### src/rtl/b8_mem_pkg.sv
// Shared definitions for the way-0/way-1 memory-access stages: FSM states,
// load/store size codes and byte-enable mask generation.
package b8_mem_pkg;

  typedef enum logic [1:0] {
    IDLE = 2'd0,
    REQ  = 2'd1,
    WAIT = 2'd2,
    RESP = 2'd3
  } mem_state_t;

  localparam logic [2:0] LB  = 3'd0;
  localparam logic [2:0] LH  = 3'd1;
  localparam logic [2:0] LW  = 3'd2;
  localparam logic [2:0] LD  = 3'd3;
  localparam logic [2:0] LBU = 3'd4;
  localparam logic [2:0] LHU = 3'd5;
  localparam logic [2:0] LWU = 3'd6;

  // Access size lives in funct3[1:0]; the shift truncates to the 8 lanes.
  function automatic logic [7:0] mem_mask(input logic [2:0] funct3,
                                          input logic [2:0] addr_lo);
    logic [7:0] mask;
    case (funct3[1:0])
      2'd0:    mask = 8'h01 << addr_lo;
      2'd1:    mask = 8'h03 << addr_lo;
      2'd2:    mask = 8'h0F << addr_lo;
      default: mask = 8'hFF;
    endcase
    return mask;
  endfunction

  function automatic logic mem_misaligned(input logic [2:0] funct3,
                                          input logic [2:0] addr_lo);
    logic bad;
    case (funct3[1:0])
      2'd0:    bad = 1'b0;
      2'd1:    bad = addr_lo[0];
      2'd2:    bad = |addr_lo[1:0];
      default: bad = |addr_lo;
    endcase
    return bad;
  endfunction

endpackage

### src/rtl/mem_load_align.sv
// Load-data alignment: moves the addressed lane down to bit 0 and applies
// sign or zero extension according to funct3. Shared by both ways.
module mem_load_align
  import b8_mem_pkg::*;
#(
  parameter int XLEN = 64
) (
  input  logic [2:0]      funct3,
  input  logic [2:0]      addr_lo,
  input  logic [XLEN-1:0] raw_data,
  output logic [XLEN-1:0] rd_data
);

  logic [XLEN-1:0]   shifted;
  logic signed [7:0]  byte_s;
  logic signed [15:0] half_s;
  logic signed [31:0] word_s;

  assign shifted = raw_data >> {addr_lo, 3'b000};
  assign byte_s  = $signed(shifted[7:0]);
  assign half_s  = $signed(shifted[15:0]);
  assign word_s  = $signed(shifted[31:0]);

  always_comb begin
    rd_data = shifted;
    case (funct3)
      LB:      rd_data = XLEN'(byte_s);
      LH:      rd_data = XLEN'(half_s);
      LW:      rd_data = XLEN'(word_s);
      LBU:     rd_data = XLEN'(shifted[7:0]);
      LHU:     rd_data = XLEN'(shifted[15:0]);
      LWU:     rd_data = XLEN'(shifted[31:0]);
      default: rd_data = shifted;
    endcase
  end

endmodule

### src/rtl/mem_unit_way0.sv
// Way-0 memory-access stage: ALU results pass through, loads/stores are
// sequenced on the data bus and the stage stalls upstream while busy.
module mem_unit_way0
  import b8_mem_pkg::*;
#(
  parameter int XLEN = 64
) (
  input  logic            clk,
  input  logic            reset_n,
  input  logic            valid_i,
  output logic            ready_o,
  input  logic            memRead_i,
  input  logic            memWrite_i,
  input  logic [2:0]      funct3_i,
  input  logic [XLEN-1:0] memAddr_i,
  input  logic [XLEN-1:0] storeData_i,
  input  logic            rdWriteEnable_i,
  input  logic [4:0]      rdAddr_i,
  input  logic [XLEN-1:0] aluResult_i,
  input  logic [1:0]      pID_i,
  input  logic            ready_i,
  output logic            valid_o,
  output logic            rdWriteEnable_o,
  output logic [4:0]      rdAddr_o,
  output logic [XLEN-1:0] rdData_o,
  output logic [1:0]      pID_o,
  output logic            excMisalign_o,
  output logic            memReqValid_o,
  output logic            memReqWrite_o,
  output logic [XLEN-1:0] memReqAddr_o,
  output logic [XLEN-1:0] memReqWdata_o,
  output logic [7:0]      memReqMask_o,
  input  logic            memReqReady_i,
  input  logic            memRespValid_i,
  input  logic [XLEN-1:0] memRespData_i
);

  mem_state_t state_q, state_d;

  logic            is_mem;
  logic            misalign;
  logic            accept_mem;
  logic            start_req;
  logic            resp_capture;

  logic [4:0]      rd_addr_q;
  logic            rd_we_q;
  logic [1:0]      pid_q;
  logic [2:0]      funct3_q;
  logic [XLEN-1:0] addr_q;
  logic [XLEN-1:0] store_data_q;
  logic            is_write_q;
  logic [XLEN-1:0] resp_data_q;
  logic            exc_q;
  logic [XLEN-1:0] load_data;

  assign is_mem     = memRead_i | memWrite_i;
  assign misalign   = mem_misaligned(funct3_i, memAddr_i[2:0]);
  assign accept_mem = (state_q == IDLE) & valid_i & ready_i & is_mem;
  assign start_req  = accept_mem & ~misalign;

  always_comb begin
    state_d      = state_q;
    resp_capture = 1'b0;
    case (state_q)
      IDLE: if (start_req) state_d = REQ;
      REQ: begin
        // A same-cycle response skips WAIT entirely.
        if (memReqReady_i) begin
          if (memRespValid_i) begin
            state_d      = RESP;
            resp_capture = 1'b1;
          end else begin
            state_d = WAIT;
          end
        end
      end
      WAIT: begin
        if (memRespValid_i) begin
          state_d      = RESP;
          resp_capture = 1'b1;
        end
      end
      RESP: if (ready_i) state_d = IDLE;
      default: state_d = IDLE;
    endcase
  end

  always_ff @(posedge clk or negedge reset_n) begin
    if (!reset_n) begin
      state_q <= IDLE;
      exc_q   <= 1'b0;
    end else begin
      state_q <= state_d;
      exc_q   <= accept_mem & misalign;
    end
  end

  // Holding registers: instruction context captured at accept, bus data at response.
  always_ff @(posedge clk or negedge reset_n) begin
    if (!reset_n) begin
      rd_addr_q    <= '0;
      rd_we_q      <= 1'b0;
      pid_q        <= '0;
      funct3_q     <= '0;
      addr_q       <= '0;
      store_data_q <= '0;
      is_write_q   <= 1'b0;
      resp_data_q  <= '0;
    end else begin
      if (start_req) begin
        rd_addr_q    <= rdAddr_i;
        rd_we_q      <= rdWriteEnable_i;
        pid_q        <= pID_i;
        funct3_q     <= funct3_i;
        addr_q       <= memAddr_i;
        store_data_q <= storeData_i;
        is_write_q   <= memWrite_i;
      end
      if (resp_capture) resp_data_q <= memRespData_i;
    end
  end

  mem_load_align #(.XLEN(XLEN)) u_load_align (
    .funct3   (funct3_q),
    .addr_lo  (addr_q[2:0]),
    .raw_data (resp_data_q),
    .rd_data  (load_data)
  );

  assign excMisalign_o = exc_q;

  always_comb begin
    ready_o         = 1'b0;
    valid_o         = 1'b0;
    rdWriteEnable_o = 1'b0;
    rdAddr_o        = '0;
    rdData_o        = '0;
    pID_o           = '0;
    memReqValid_o   = 1'b0;
    memReqWrite_o   = 1'b0;
    memReqAddr_o    = '0;
    memReqWdata_o   = '0;
    memReqMask_o    = '0;
    case (state_q)
      IDLE: begin
        ready_o = ready_i;
        if (valid_i && !is_mem) begin
          valid_o         = 1'b1;
          rdWriteEnable_o = rdWriteEnable_i;
          rdAddr_o        = rdAddr_i;
          rdData_o        = aluResult_i;
          pID_o           = pID_i;
        end
      end
      REQ: begin
        memReqValid_o = 1'b1;
        memReqWrite_o = is_write_q;
        memReqAddr_o  = {addr_q[XLEN-1:3], 3'b000};
        memReqMask_o  = mem_mask(funct3_q, addr_q[2:0]);
        if (is_write_q) memReqWdata_o = store_data_q << {addr_q[2:0], 3'b000};
      end
      RESP: begin
        valid_o  = 1'b1;
        rdAddr_o = rd_addr_q;
        pID_o    = pid_q;
        if (!is_write_q) begin
          rdWriteEnable_o = rd_we_q;
          rdData_o        = load_data;
        end
      end
      default: ;
    endcase
  end

endmodule
### config.mk
export PLATFORM = sky130hd
export DESIGN_NAME = mem_unit_way0
export DESIGN_NICKNAME = d
export VERILOG_FILES = /design/src/rtl/b8_mem_pkg.sv /design/src/rtl/mem_load_align.sv /design/src/rtl/mem_unit_way0.sv
export SDC_FILE = /design/constraint.sdc
export NUM_CORES = 1
export LEC_CHECK = 0
export ABC_AREA = 1
export ABC_CLOCK_PERIOD_IN_PS = 3500
export BUFFER_PORTS_ARGS = -buffer_cell sky130_fd_sc_hd__buf_2
export CORE_AREA = 2 2 192 194
export CTS_BUF_LIST = sky130_fd_sc_hd__clkbuf_16
export CTS_CLUSTER_DIAMETER = 30
export DETAILED_ROUTE_END_ITERATION = 8
export DIE_AREA = 0 0 194 196
export GPL_TIMING_DRIVEN = 0
export PLACE_DENSITY = 0.66
export SYNTH_ARGS = -nofsm -noshare
export SYNTH_HDL_FRONTEND = slang
export SYNTH_HIERARCHICAL = 1
export SYNTH_SLANG_ARGS = --single-unit
### constraint.sdc
create_clock -name clk -period 3.5 [get_ports clk]
set_input_delay 1.05 -clock clk [delete_from_list [all_inputs] [get_ports clk]]
set_output_delay 1.05 -clock clk [all_outputs]
set_load 0.05 [all_outputs]
==> results.md, run 1 <==
- The run finished, with violations left.
- The final reports fail on negative setup slack.
- In this run, CTS created clock tree buffers numbering 47.
- The relative area change from synthesis to final layout is 50.72%.
- The internal power component is 10,720 uW.
- For this run the aggregate overflow at the end of global routing stands at 0.
- The via count of the first global-routing pass is 17,470.
- The final-stage net count is 3,120.
- Together, buffers and inverters on the worst path number 5.
- The least setup slack across all paths after layout is -0.1142 ns.
- The total routing resource utilization after global routing is 0.3653.
- After the flow finishes, the layout carries non-filler instances totaling 3,342.
- The design draws 22,150 uW.
- The wire length per cell after detailed routing is 21.57 um.
- The analysis attributes to net switching a power of 11,430 uW.
- The type of destination of the critical path is an output pin.
- The number of pins with negative max-slew slack in the final report is 0.
- The fraction of power spent switching nets is 0.5161.
- The floorplan has 70 rows.
- The most numerous cell in the Yosys netlist is sky130_fd_sc_hd__nand2_1.
- The post-synthesis instance total is 2,264.
- The depth of the CTS H-tree is 2.
- Hold repair after CTS inserted 0 buffers.
- The flip-flop and latch count after synthesis is 207.
- The max-capacitance violation count is 0.
- The initial utilization of the core area, before any placement, comes to 0.3968.
- The clock network fraction of design power is 0.205.
- Port buffering added 484 buffers.
- The detailed router finished its first iteration with 1,546 violations.
- The total of warnings raised by yosys is 6.
- The critical path's largest stage delay is 0.46 ns.
- The die is 194 um wide.
- In this run, placement finished with an instance count of 3,219.
- The cell family contributing the most delay on the critical path is buffers and inverters.
- For this run, the leading register cell type out of synthesis is sky130_fd_sc_hd__dfrtp_1.
- The pin count of the biggest net entering global routing is 114.
- Dividing total power by cell area gives a power density of 1026 mW/mm2.
- Setup repair after global routing could not meet its margin everywhere.
- The first TritonRoute pass finished after 8 iterations.
- Measured on the finished design, the core utilization comes to 0.5981.
- After synthesis, the netlist uses 39 different library cells.
- The number of enable-type register cells in the synthesized netlist is 0.
- The critical path class is flop to output pin.
- The data required time at the worst endpoint is 2.45 ns.
- The data arrival time at the worst-slack endpoint is 2.56 ns.
- The detailed-placement wirelength estimate is 57,020 um.
- The root buffer cell chosen for the clock tree is sky130_fd_sc_hd__clkbuf_16.
- The largest total area in the synthesized netlist belongs to sky130_fd_sc_hd__dfrtp_1.
- In the post-synthesis netlist, the biggest area contributors are sky130_fd_sc_hd__dfrtp_1 36%, sky130_fd_sc_hd__nand2_1 27%, sky130_fd_sc_hd__nand3_1 8.0%, sky130_fd_sc_hd__inv_1 4.7%, sky130_fd_sc_hd__a21oi_1 4.5%.
- Dividing the detail-routed via count by the number of cells gives 5.346.
- The clock transition at the registers of the reported paths is 0.05 ns.
- The cell with the largest stage delay on the worst path is sky130_fd_sc_hd__dfrtp_2.
- The hold violation count in the final report was 0.
- The post-route minimum period is 3.614 ns.
- Static timing analysis puts the maximum clock frequency at 276.7 MHz.
- The commonest cells after synthesis are 1,023 x sky130_fd_sc_hd__nand2_1, 229 x sky130_fd_sc_hd__nand3_1, 207 x sky130_fd_sc_hd__dfrtp_1, 181 x sky130_fd_sc_hd__inv_1, 130 x sky130_fd_sc_hd__a21oi_1.
- The floorplan step set the die height to 196 um.
- The wire length of the first global-routing pass is 106,200 um.
- The total number of vias is 17,870.
- After synthesis the cells add up to 0.01432 mm2.
- Of the total power, combinational logic draws 0.585.
- The worst voltage drop across the vdd grid is 0.0006557 V.
- The top-area cell type share of the netlist area is 0.3618.
- The I/O pin total is 488.
- At the pin with the least slew margin, the transition time is 0.7569 ns.
- The TritonCTS clock tree is done.
- The aggregate negative setup slack is -2.033 ns.
- Measured against its own limit, the worst slew margin works out to 0.4954.
- The final cycle utilization of the critical path is 1.033.
- The mean post-synth cell area is 6.325 um2.
- The post-detailed-route count of antenna-violating nets is 0.
- After synthesis, the share of flip-flops with an asynchronous set or reset is 1.000.
- The most numerous cell on the critical path is sky130_fd_sc_hd__buf_6.
- The core area is 0.03608 mm2.
- The total die area is 0.03802 mm2.
- The congestion estimate from routability-driven global placement came to 1.019.
- Of the cells placed in the final design, the portion with a size suffix greater than 1 is 0.3592.
- STA classifies the critical path startpoint as a flop.
- The wire length reported by the detailed router is 72,090 um.
- The clock net in this run drives a total of 207 sinks.
- The initial antenna violation count is 4.
- Walking the worst path, the cells encountered are buf_6 > clkinvlp_4 > nand2_2 > nand3_2 > nand3_2 > nand2_4 > nand2_4 > buf_6 > buf_6 > nand4_1 > nand2_2 > a21oi_4 > buf_6.
- The clock reaches the later pin of the worst-skew pair after 0.60 ns.
- The post-place setup slack is -0.3748 ns.
- The worst hold path class is input port to async pin.
- Setup violations remaining at the end of the flow were counted as 44.
- The biggest fanout along the worst timing path is 6.
- For this run, design rule violations remaining after detail routing come to 0.
- Of the synthesized area, sequential elements account for 0.3618.
- The share of total power dissipated in sequential elements is 0.210.
- The leakage power is 0.01166 uW.
- In this run the deepest clock path goes through 3 buffers.
- On the final layout, the worst clock skew is 0.05173 ns.
per-stage QoR:
stage / hold slack [ns] / area, um2
after global placement: 0.4533 / 17630
after detailed placement: 0.4581 / 17670
after global routing: 0.4879 / 21580
final: 0.4444 / 21580
after floorplan: 0.4338 / 14620
after CTS: 0.4687 / 20460
sequential cells by signal, indices dropped and copies added (netlist names):
name / count
store_data_q: 64
state_q: 2
resp_data_q: 64
addr_q: 64
excMisalign_o: 1
funct3_q: 3
pid_q: 2
rd_addr_q: 5
rd_we_q: 1
is_write_q: 1
worst register-to-register path, stage by stage (launching register included):
cell	delay, ns
sky130_fd_sc_hd__dfrtp_2	0.43
sky130_fd_sc_hd__inv_2	0.12
sky130_fd_sc_hd__ha_4	0.21
sky130_fd_sc_hd__nand3_1	0.18
sky130_fd_sc_hd__nor2_4	0.39
sky130_fd_sc_hd__nand2_1	0.14
sky130_fd_sc_hd__buf_2	0.28
sky130_fd_sc_hd__buf_2	0.25
sky130_fd_sc_hd__nand2_1	0.09
sky130_fd_sc_hd__nand2_1	0.06
layer usage:
| layer | track usage | up-vias | share of wire |
|---|---|---|---|
| li1 | - | 8318 | - |
| met1 | 0.4761 | 8508 | 0.42 |
| met2 | 0.6126 | 896 | 0.47 |
| met3 | 0.06137 | 146 | 0.074 |
| met4 | 0.1310 | 0 | 0.039 |
| met5 | 0 | - | 0 |
cells in the final DEF (no fill, tap or decap), types with 23 or more instances in the layout:
cell type	count
sky130_fd_sc_hd__o21ai_0	79
sky130_fd_sc_hd__a21oi_1	38
sky130_fd_sc_hd__clkbuf_4	27
sky130_fd_sc_hd__nand3_1	211
sky130_fd_sc_hd__inv_1	184
sky130_fd_sc_hd__nand2_1	957
sky130_fd_sc_hd__clkbuf_1	30
sky130_fd_sc_hd__clkbuf_16	53
sky130_fd_sc_hd__a21oi_2	97
sky130_fd_sc_hd__nand4_1	23
sky130_fd_sc_hd__nand2_2	64
sky130_fd_sc_hd__buf_4	70
sky130_fd_sc_hd__dfrtp_1	203
sky130_fd_sc_hd__o21ai_1	28
sky130_fd_sc_hd__buf_6	112
sky130_fd_sc_hd__buf_2	409
sky130_fd_sc_hd__nor2_1	45
power groups by stage:
| stage | logic (uW) | registers [uW] | clock network, uW |
|---|---|---|---|
| finish | 13000 | 4640 | 4550 |
| detailed placement | 10600 | 4550 | 0 |
| floorplan | 7460 | 4100 | 0 |
| global route | 13800 | 4750 | 4720 |
| CTS | 11600 | 4560 | 4590 |
| global placement | 10600 | 4530 | 0 |
cell families (layout without fill, tap and decap cells):
| group | after synthesis | count (layout) | synth area share |
|---|---|---|---|
| and+or+nand+nor | 1385 | 1386 | 0.4014 |
| buffers and inverters | 355 | 961 | 0.1138 |
| AOI/OAI and AO/OA | 306 | 306 | 0.1146 |
| DFF | 207 | 207 | 0.3618 |
| adders and majority gates | 7 | 7 | 0.006116 |
| muxes | 3 | 3 | 0.002097 |
| other | 1 | 4 | 0.0002619 |
path summary, 6_finish.rpt:
kind	startpoint	endpoint	slack (ns)	cells after the start
setup / recovery	addr_q[0]	rdData_o[46]	-0.11	13
hold / removal	reset_n	addr_q[31]	0.44	1
setup reg to reg	state_q[0]	rd_addr_q[4]	1.24	9
hold reg to reg	rd_addr_q[2]	rd_addr_q[2]	0.47	2
max in group asynchronous	reset_n	state_q[0]	1.88	2
min in group clk	rd_addr_q[2]	rd_addr_q[2]	0.47	2
area by class of cell:
class	count	area (um2)
Antenna cell	1	2.502
Tap cell	468	585.6
Clock inverter	37	483.0
Clock buffer	47	1176
Fill cell	3442	14500
Multi-Input combinational cell	1705	8677
Buffer	165	1231
Timing Repair Buffer	522	3510
Inverter	189	723.2
Timing Repair inverter	1	7.507
Sequential cell	207	5185
what timing repair did:
action                     in CTS  in global routing
gates resized for setup       338                283
hold endpoints to repair        0                  0
setup endpoints to repair     200                179
setup buffers                  12                 12
pin swaps                      41                 89
gates cloned                    6                  9
Power figures use the tool's default switching activity.
==> inputs of run 2 (changes only) <==
--- a/config.mk
+++ b/config.mk
@@ -15,6 +15,7 @@
 export DIE_AREA = 0 0 194 196
 export GPL_TIMING_DRIVEN = 0
 export PLACE_DENSITY = 0.66
+export SKIP_CTS_REPAIR_TIMING = 1
 export SYNTH_ARGS = -nofsm -noshare
 export SYNTH_HDL_FRONTEND = slang
 export SYNTH_HIERARCHICAL = 1
==> run 2 against run 1 <==
The run still ends with negative setup slack left. Routed wire length hardly changed. Global-route usage is 0.47 points lower. Worst setup slack better by 0.044 ns. Worst hold slack worse by 0.020 ns. Design area is 0.21% higher. Sequential share of layout area hardly changed. Register-to-register slack worse by 0.03 ns. Die area stayed put.
==> results.md, run 2 (synthesized netlist as in run 1, its figures left out) <==
- The critical path startpoint is addr_q[0].
- The post-route minimum period was 3.570 ns (-0.04385 ns).
- The site row count was 70 (unchanged).
- The height of the die is 196 um (unchanged).
- The final-stage net count is 3,127 (+0.22%).
- The biggest fanout along the worst timing path came to 7 (+1).
- The sort of element at the start of the critical path is a flop.
- The checks that failed: negative setup slack.
- The worst clock skew is 0.05380 ns (+0.002068 ns).
- The total die area is 0.03802 mm2 (unchanged).
- The library cells used most frequently in the layout, excluding fill and tap cells, are 950 x sky130_fd_sc_hd__nand2_1, 392 x sky130_fd_sc_hd__buf_2, 208 x sky130_fd_sc_hd__nand3_1.
- The via count of the first global-routing pass is 17,120 (-2.0%).
- The wire length reported by the detailed router is 72,050 um (about the same).
- In this run the critical register-to-register path is launched from state_q[0].
- For this design, the slowest cell found on the critical path is sky130_fd_sc_hd__dfrtp_2.
- The global placement routability congestion was 1.019 (unchanged).
- The flow ran to the end, but the final reports show violations.
- The first-iteration detailed-routing DRC count is 1,428 (-7.6%).
- The die boundary width is 194 um (unchanged).
- The transition time of the tightest slew-check pin was 0.7694 ns (+0.01248 ns).
- The least setup slack across all paths after layout is -0.07035 ns (+0.04385 ns).
- The largest registers in the layout are addr_q (64), resp_data_q (64), store_data_q (64).
- The total routing resource utilization after global routing is 0.3606 (-0.004650).
- The number of iterations in the first detailed-routing pass is 5 (-3).
- The maximum buffer depth of the clock tree is 3 (unchanged).
- The critical path class is flop to output pin.
- The leakage power was 0.01169 uW (+0.21%).
- The TritonCTS clock tree is done.
- The number of pins with negative max-slew slack in the final report was 0 (unchanged).
- The detailed-placement wirelength estimate came to 57,020 um (unchanged).
- The clock network latency to the later pin of the worst-skew pair is 0.60 ns (about the same).
- The power density of the placed cells was 1025 mW/mm2 (-0.12%).
- The max-capacitance violation count is 0 (unchanged).
- The I/O pin total is 488 (unchanged).
- The top achievable clock speed is 280.1 MHz (+1.2%).
- The final cycle utilization of the critical path is 1.020 (-0.01253).
- The total number of vias is 17,880 (+0.050%).
- The clock transition at the registers of the reported paths is 0.05 ns (about the same).
- The pin count of the biggest net entering global routing is 114 (unchanged).
- The remaining routing DRC violations is 0 (unchanged).
- The final count of negative-setup-slack endpoints is 23 (-48%).
- The relative slew slack is 0.4871 (-0.008323).
- The data required time at the worst endpoint is 2.45 ns (about the same).
- The worst voltage drop across the vdd grid is 0.0006336 V (-3.4%).
- The critical path's largest stage delay came to 0.46 ns (about the same).
- The quantity of I/O buffers inserted on ports is 484 (unchanged).
- The core utilization of the finished layout is 0.5993 (+0.001249).
- The type of destination of the critical path is an output pin.
- The wire length of the first global-routing pass is 104,600 um (-1.5%).
- The initial antenna violation count was 4 (unchanged).
- The buffer type at the clock tree root is sky130_fd_sc_hd__clkbuf_16.
- The wire length per cell after detailed routing was 21.51 um (-0.30%).
- The hold violation count in the final report was 0 (unchanged).
- Compared with the post-synthesis result, the final layout area differs by 51.03%.
- The worst hold path class is input port to async pin.
- The depth of the CTS H-tree came to 2 (unchanged).
- The global route total overflow came to 0 (unchanged).
- The clock sink count is 207 (unchanged).
- Setup repair after global routing could not meet its margin everywhere.
- The core area is 0.03608 mm2 (unchanged).
- The post-route standard cell area excluding fillers is 0.02163 mm2 (+0.21%).
- The total CTS buffers is 47 (unchanged).
- The cell area reported after detailed placement is 0.01767 mm2 (unchanged).
- The share of post-route cells with drive strength above 1 is 0.3656 (+0.006419).
- Walking the worst path, the cells encountered are clkinv_4 > buf_12 > nand2_1 > nand3_2 > nand3_2 > nand2_4 > nand2_4 > buf_6 > nand4_1 > nand2_1 > a21oi_2 > buf_6.
- The commonest non-fill, non-tap cell in the layout is sky130_fd_sc_hd__nand2_1.
- The average via count per standard cell is 5.336 (-0.19%).
- The data arrival time at the worst-slack endpoint is 2.52 ns (-0.04 ns).
- The starting density of the core is 0.3968 (unchanged).
- The post-detailed-route count of antenna-violating nets was 0 (unchanged).
==> run 2: final cells by class <==
type                            instances  area, um2
Fill cell                            3444      14460
Clock buffer                           47       1176
Clock inverter                         37      483.0
Sequential cell                       207       5186
Buffer                                166       1222
Timing Repair Buffer                  530       3541
Antenna cell                            2      5.005
Inverter                              189      733.2
Multi-Input combinational cell       1704       8693
Tap cell                              468      585.6
==> run 2: critical path: cells and delay by family, from the launching register on <==
kind	cells	cell delay, ns
and+or+nand+nor	7	0.66
buffers and inverters	4	0.60
DFF	1	0.46
AOI/OAI and AO/OA	1	0.23
==> run 2: final timing paths <==
| kind | to | slack, ns | depth (start not counted) |
|---|---|---|---|
| hold reg to reg | rd_addr_q[2] | 0.47 | 2 |
| max in group asynchronous | state_q[0] | 1.89 | 2 |
| min in group clk | rd_addr_q[2] | 0.47 | 2 |
| setup / recovery | rdData_o[46] | -0.07 | 12 |
| hold / removal | addr_q[31] | 0.42 | 1 |
| setup reg to reg | rd_addr_q[4] | 1.21 | 9 |
==> run 2: power by group <==
part           internal [uW]  leakage, uW  switching (uW)
Clock                   3050     0.000805            1500
Combinational           4130      0.00831            8830
Sequential              3520      0.00257            1140
Total                  10700       0.0117           11500
==> run 2: layer usage <==
metal  global-route usage  up-vias  routed length (um)
li1                     -     8334                   -
met1               0.4731     8535               30110
met2               0.5962      850               33740
met3              0.06258      158                5189
met4               0.1369        0                3015
met5                    0        -                   0
==> run 2: through the flow <==
step	setup TNS, ns	hold WS (ns)	power [uW]	setup WS (ns)	cells
floorplan	-0.4817	0.4338	11570	-0.1123	2266
global placement	-464.22	0.4533	15080	-2.221	3218
detailed placement	-18.02	0.4581	15170	-0.3748	3219
CTS	-59.32	0.4687	19790	-0.6774	3303
global route	-4.919	0.4879	23360	-0.1487	3348
finish	-0.4757	0.4241	22170	-0.07035	3350
==> inputs of run 3 (changes only) <==
--- a/config.mk
+++ b/config.mk
@@ -13,7 +13,7 @@
 export CTS_CLUSTER_DIAMETER = 30
 export DETAILED_ROUTE_END_ITERATION = 8
 export DIE_AREA = 0 0 194 196
-export GPL_TIMING_DRIVEN = 0
+export GPL_TIMING_DRIVEN = 1
 export PLACE_DENSITY = 0.66
 export SKIP_CTS_REPAIR_TIMING = 1
 export SYNTH_ARGS = -nofsm -noshare
==> constraint.sdc (replaced) <==
create_clock -name clk -period 3.5 [get_ports clk]
set_input_delay 1.05 -clock clk [delete_from_list [all_inputs] [get_ports clk]]
set_output_delay 1.05 -clock clk [all_outputs]
set_load 0.01 [all_outputs]
==> run 3 against run 2 <==
The run still ends with negative setup slack left. Worst hold slack improved by 0.016 ns. Critical path depth fell by 2. Routed wire length fell by 11%. Core utilization fell by 4.7 points. Non-clock buffer count fell by 111. Power fell by 13%. Clock power rose by 7.0%. Combinational power fell by 25%. Highest routed layer is now met5.
==> results.md, run 3 (synthesized netlist as in run 1, its figures left out) <==
- The flow ran to the end, but the final reports show violations.
- The clock sink count is 207 (unchanged).
- The biggest fanout along the worst timing path is 15 (+8).
- The top achievable clock speed is 282.7 MHz (+0.95%).
- The initial antenna violation count is 7 (+3).
- The worst voltage drop across the vdd grid is 0.0005879 V (-7.2%).
- The site row count was 70 (unchanged).
- The final reports fail on negative setup slack.
- The max-capacitance violation count is 0 (unchanged).
- The data arrival time at the worst-slack endpoint came to 2.49 ns (-0.03 ns).
- The sort of element at the start of the critical path is a flop.
- The switching power came to 8813 uW (-23%).
- The area of combinational cells with multiple inputs was 0.007986 mm2 (-8.1%).
- The wire length of the first global-routing pass came to 95,590 um (-8.6%).
- The share of power burned in registers is 0.240 (+0.030).
- The internal power component is 10,390 uW (-2.9%).
- Leaving out fill and tap cells, the most frequent cell in the layout is sky130_fd_sc_hd__nand2_1.
- The leakage power was 0.01128 uW (-3.5%).
- The global route total overflow is 0 (unchanged).
- The wire length reported by the detailed router is 64,250 um (-11%).
- The core area came to 0.03608 mm2 (unchanged).
- The maximum buffer depth of the clock tree came to 3 (unchanged).
- The height of the die is 196 um (unchanged).
- The I/O pin total came to 488 (unchanged).
- The average via count per standard cell is 5.222 (-2.1%).
- The buffer type at the clock tree root is sky130_fd_sc_hd__clkbuf_16.
- The final-stage net count is 3,022 (-3.4%).
- The global placement routability congestion is 1.014 (-0.53%).
- The number of pins with negative max-slew slack in the final report is 0 (unchanged).
- The clock network fraction of design power was 0.254 (+0.049).
- The total power is 19,200 uW (-13%).
- The final cycle utilization of the critical path is 1.010 (-0.009601).
- The count of fill cells added during filler insertion is 3,579 (+3.9%).
- The via count of the first global-routing pass is 16,060 (-6.2%).
- The largest registers in the layout are addr_q (64), resp_data_q (64), store_data_q (64).
- The post-place setup slack came to 0.06052 ns (+0.4353 ns).
- The post-detailed-route count of antenna-violating nets came to 0 (unchanged).
- The least setup slack across all paths after layout is -0.03674 ns (+0.03360 ns).
- Compared with the post-synthesis result, the final layout area differs by 39.10%.
- The detailed-placement wirelength estimate is 47,280 um (-17%).
- The quantity of I/O buffers inserted on ports is 484 (unchanged).
- The final count of negative-setup-slack endpoints is 6 (-74%).
- The number of standard cells in the layout, taps in and fillers out came to 3,251 (-3.0%).
- The fraction of power spent switching nets is 0.4589 (-0.05828).
- The first-iteration detailed-routing DRC count is 1,234 (-14%).
- The worst clock skew is 0.02893 ns (-0.02487 ns).
- The starting density of the core is 0.3968 (unchanged).
- The TritonCTS clock tree is done.
- The transition time of the tightest slew-check pin is 1.077 ns (+0.3079 ns).
- The post-route minimum period was 3.537 ns (-0.03360 ns).
- The cell count after placement is 3,121 (-3.0%).
- The remaining routing DRC violations is 0 (unchanged).
- The total CTS buffers came to 51 (+8.5%).
- The clock network latency to the later pin of the worst-skew pair came to 0.58 ns (-0.02 ns).
- The die boundary width is 194 um (unchanged).
- The origin of the critical flop-to-flop path is state_q[0].
- The total routing resource utilization after global routing is 0.3233 (-0.03729).
- The hold slack is 0.4402 ns (+0.01606 ns).
- The top cell types in the final layout, fill and taps aside, are 1,000 x sky130_fd_sc_hd__nand2_1, 483 x sky130_fd_sc_hd__buf_2, 218 x sky130_fd_sc_hd__nand3_1.
- The power density of the placed cells was 964.1 mW/mm2 (-5.9%).
- The total number of vias is 16,980 (-5.0%).
- The pin count of the biggest net entering global routing is 129 (+13%).
- The depth of the CTS H-tree is 2 (unchanged).
- The core utilization of the finished layout is 0.5520 (-0.04733).
- The total die area is 0.03802 mm2 (unchanged).
- The min-delay analysis places its worst path in the category input port to async pin.
- The critical path class is flop to output pin.
- The hold violation count in the final report is 0 (unchanged).
- The number of iterations in the first detailed-routing pass was 5 (unchanged).
- The endpoint identified for the worst register-to-register timing path is resp_data_q[23].
- The relative slew slack is 0.2818 (-0.2053).
- The combinational share of power is 0.507 (-0.078).
- The area used by sequential logic in the layout was 0.005189 mm2 (about the same).
- The worst reg-to-reg setup slack is 1.02 ns (-0.19 ns).
- Setup repair after global routing could not meet its margin everywhere.
- The type of destination of the critical path is an output pin.
- The data required time at the worst endpoint was 2.45 ns (about the same).
- The worst reg2reg path depth is 7 (-2).
- The wire length per cell after detailed routing is 19.76 um (-8.1%).
- The clock transition at the registers of the reported paths is 0.04 ns (about the same).
- The share of post-route cells with drive strength above 1 is 0.2942 (-0.07138).
run 3: changes by cell type in the layout (fill, tap and decap cells not counted), sizes merged:
cell and change:
inv +1, nand2 +2, clkdlybuf4s15 -1, clkbuf -83, clkinv +4, bufinv +1, clkinvlp -3, diode +1
buf -21
run 3: power groups by stage:
stage                     clock network [uW]  registers, uW  logic (uW)
after floorplan                            0           4100        5790
after global placement                     0           4520        8400
after detailed placement                   0           4540        8470
after CTS                               4920           4540        8510
after global routing                    5050           4720       10700
final                                   4870           4610        9730
run 3: worst max-delay path by stage:
stage | startpoint | endpoint | cells past startpoint
6_report | addr_q[0] | rdData_o[36] | 10
5_1_grt | addr_q[0] | rdData_o[18] | 11
4_1_cts | addr_q[0] | rdData_o[35] | 11
3_5_place_dp | memWrite_i | rdData_o[35] | 7
3_3_place_gp | memWrite_i | rdData_o[35] | 7
2_1_floorplan | memWrite_i | rdData_o[34] | 6
run 3: layer usage:
metal,wire length [um],track usage,vias to the layer above
met2,30880,0.5396,754
met1,25950,0.4127,7924
li1,-,-,8139
met4,2863,0.1344,4
met3,4521,0.06000,156
met5,26,0,-
run 3: final cells by class:
| class | count | area share |
|---|---|---|
| sequential | 207 | 0.2605 |
| timing repair buffer | 585 | 0.1831 |
| clock buffer | 53 | 0.06659 |
| tap | 468 | 0.02940 |
| multi-input combinational | 1706 | 0.4010 |
| inverter | 189 | 0.03700 |
| clock inverter | 40 | 0.02205 |
| antenna | 3 | 0.0003769 |
run 3: metrics by stage:
stage	TNS, ns	instance area, um2
after floorplan	0	14330
after global placement	0	17170
after detailed placement	0	17170
after CTS	-11.97	18940
after global routing	-1.963	19920
final	-0.1227	19920
run 3: critical path: stages (launching register included):
cell and delay [ns]:
sky130_fd_sc_hd__dfrtp_4 0.55, sky130_fd_sc_hd__buf_4 0.18, sky130_fd_sc_hd__clkbuf_16 0.17, sky130_fd_sc_hd__or2_2 0.32, sky130_fd_sc_hd__o21ai_4 0.08, sky130_fd_sc_hd__nand2_2 0.09, sky130_fd_sc_hd__nand3_2 0.10, sky130_fd_sc_hd__nand4_2 0.11
sky130_fd_sc_hd__nand2_1 0.10, sky130_fd_sc_hd__a21oi_1 0.07, sky130_fd_sc_hd__buf_2 0.15
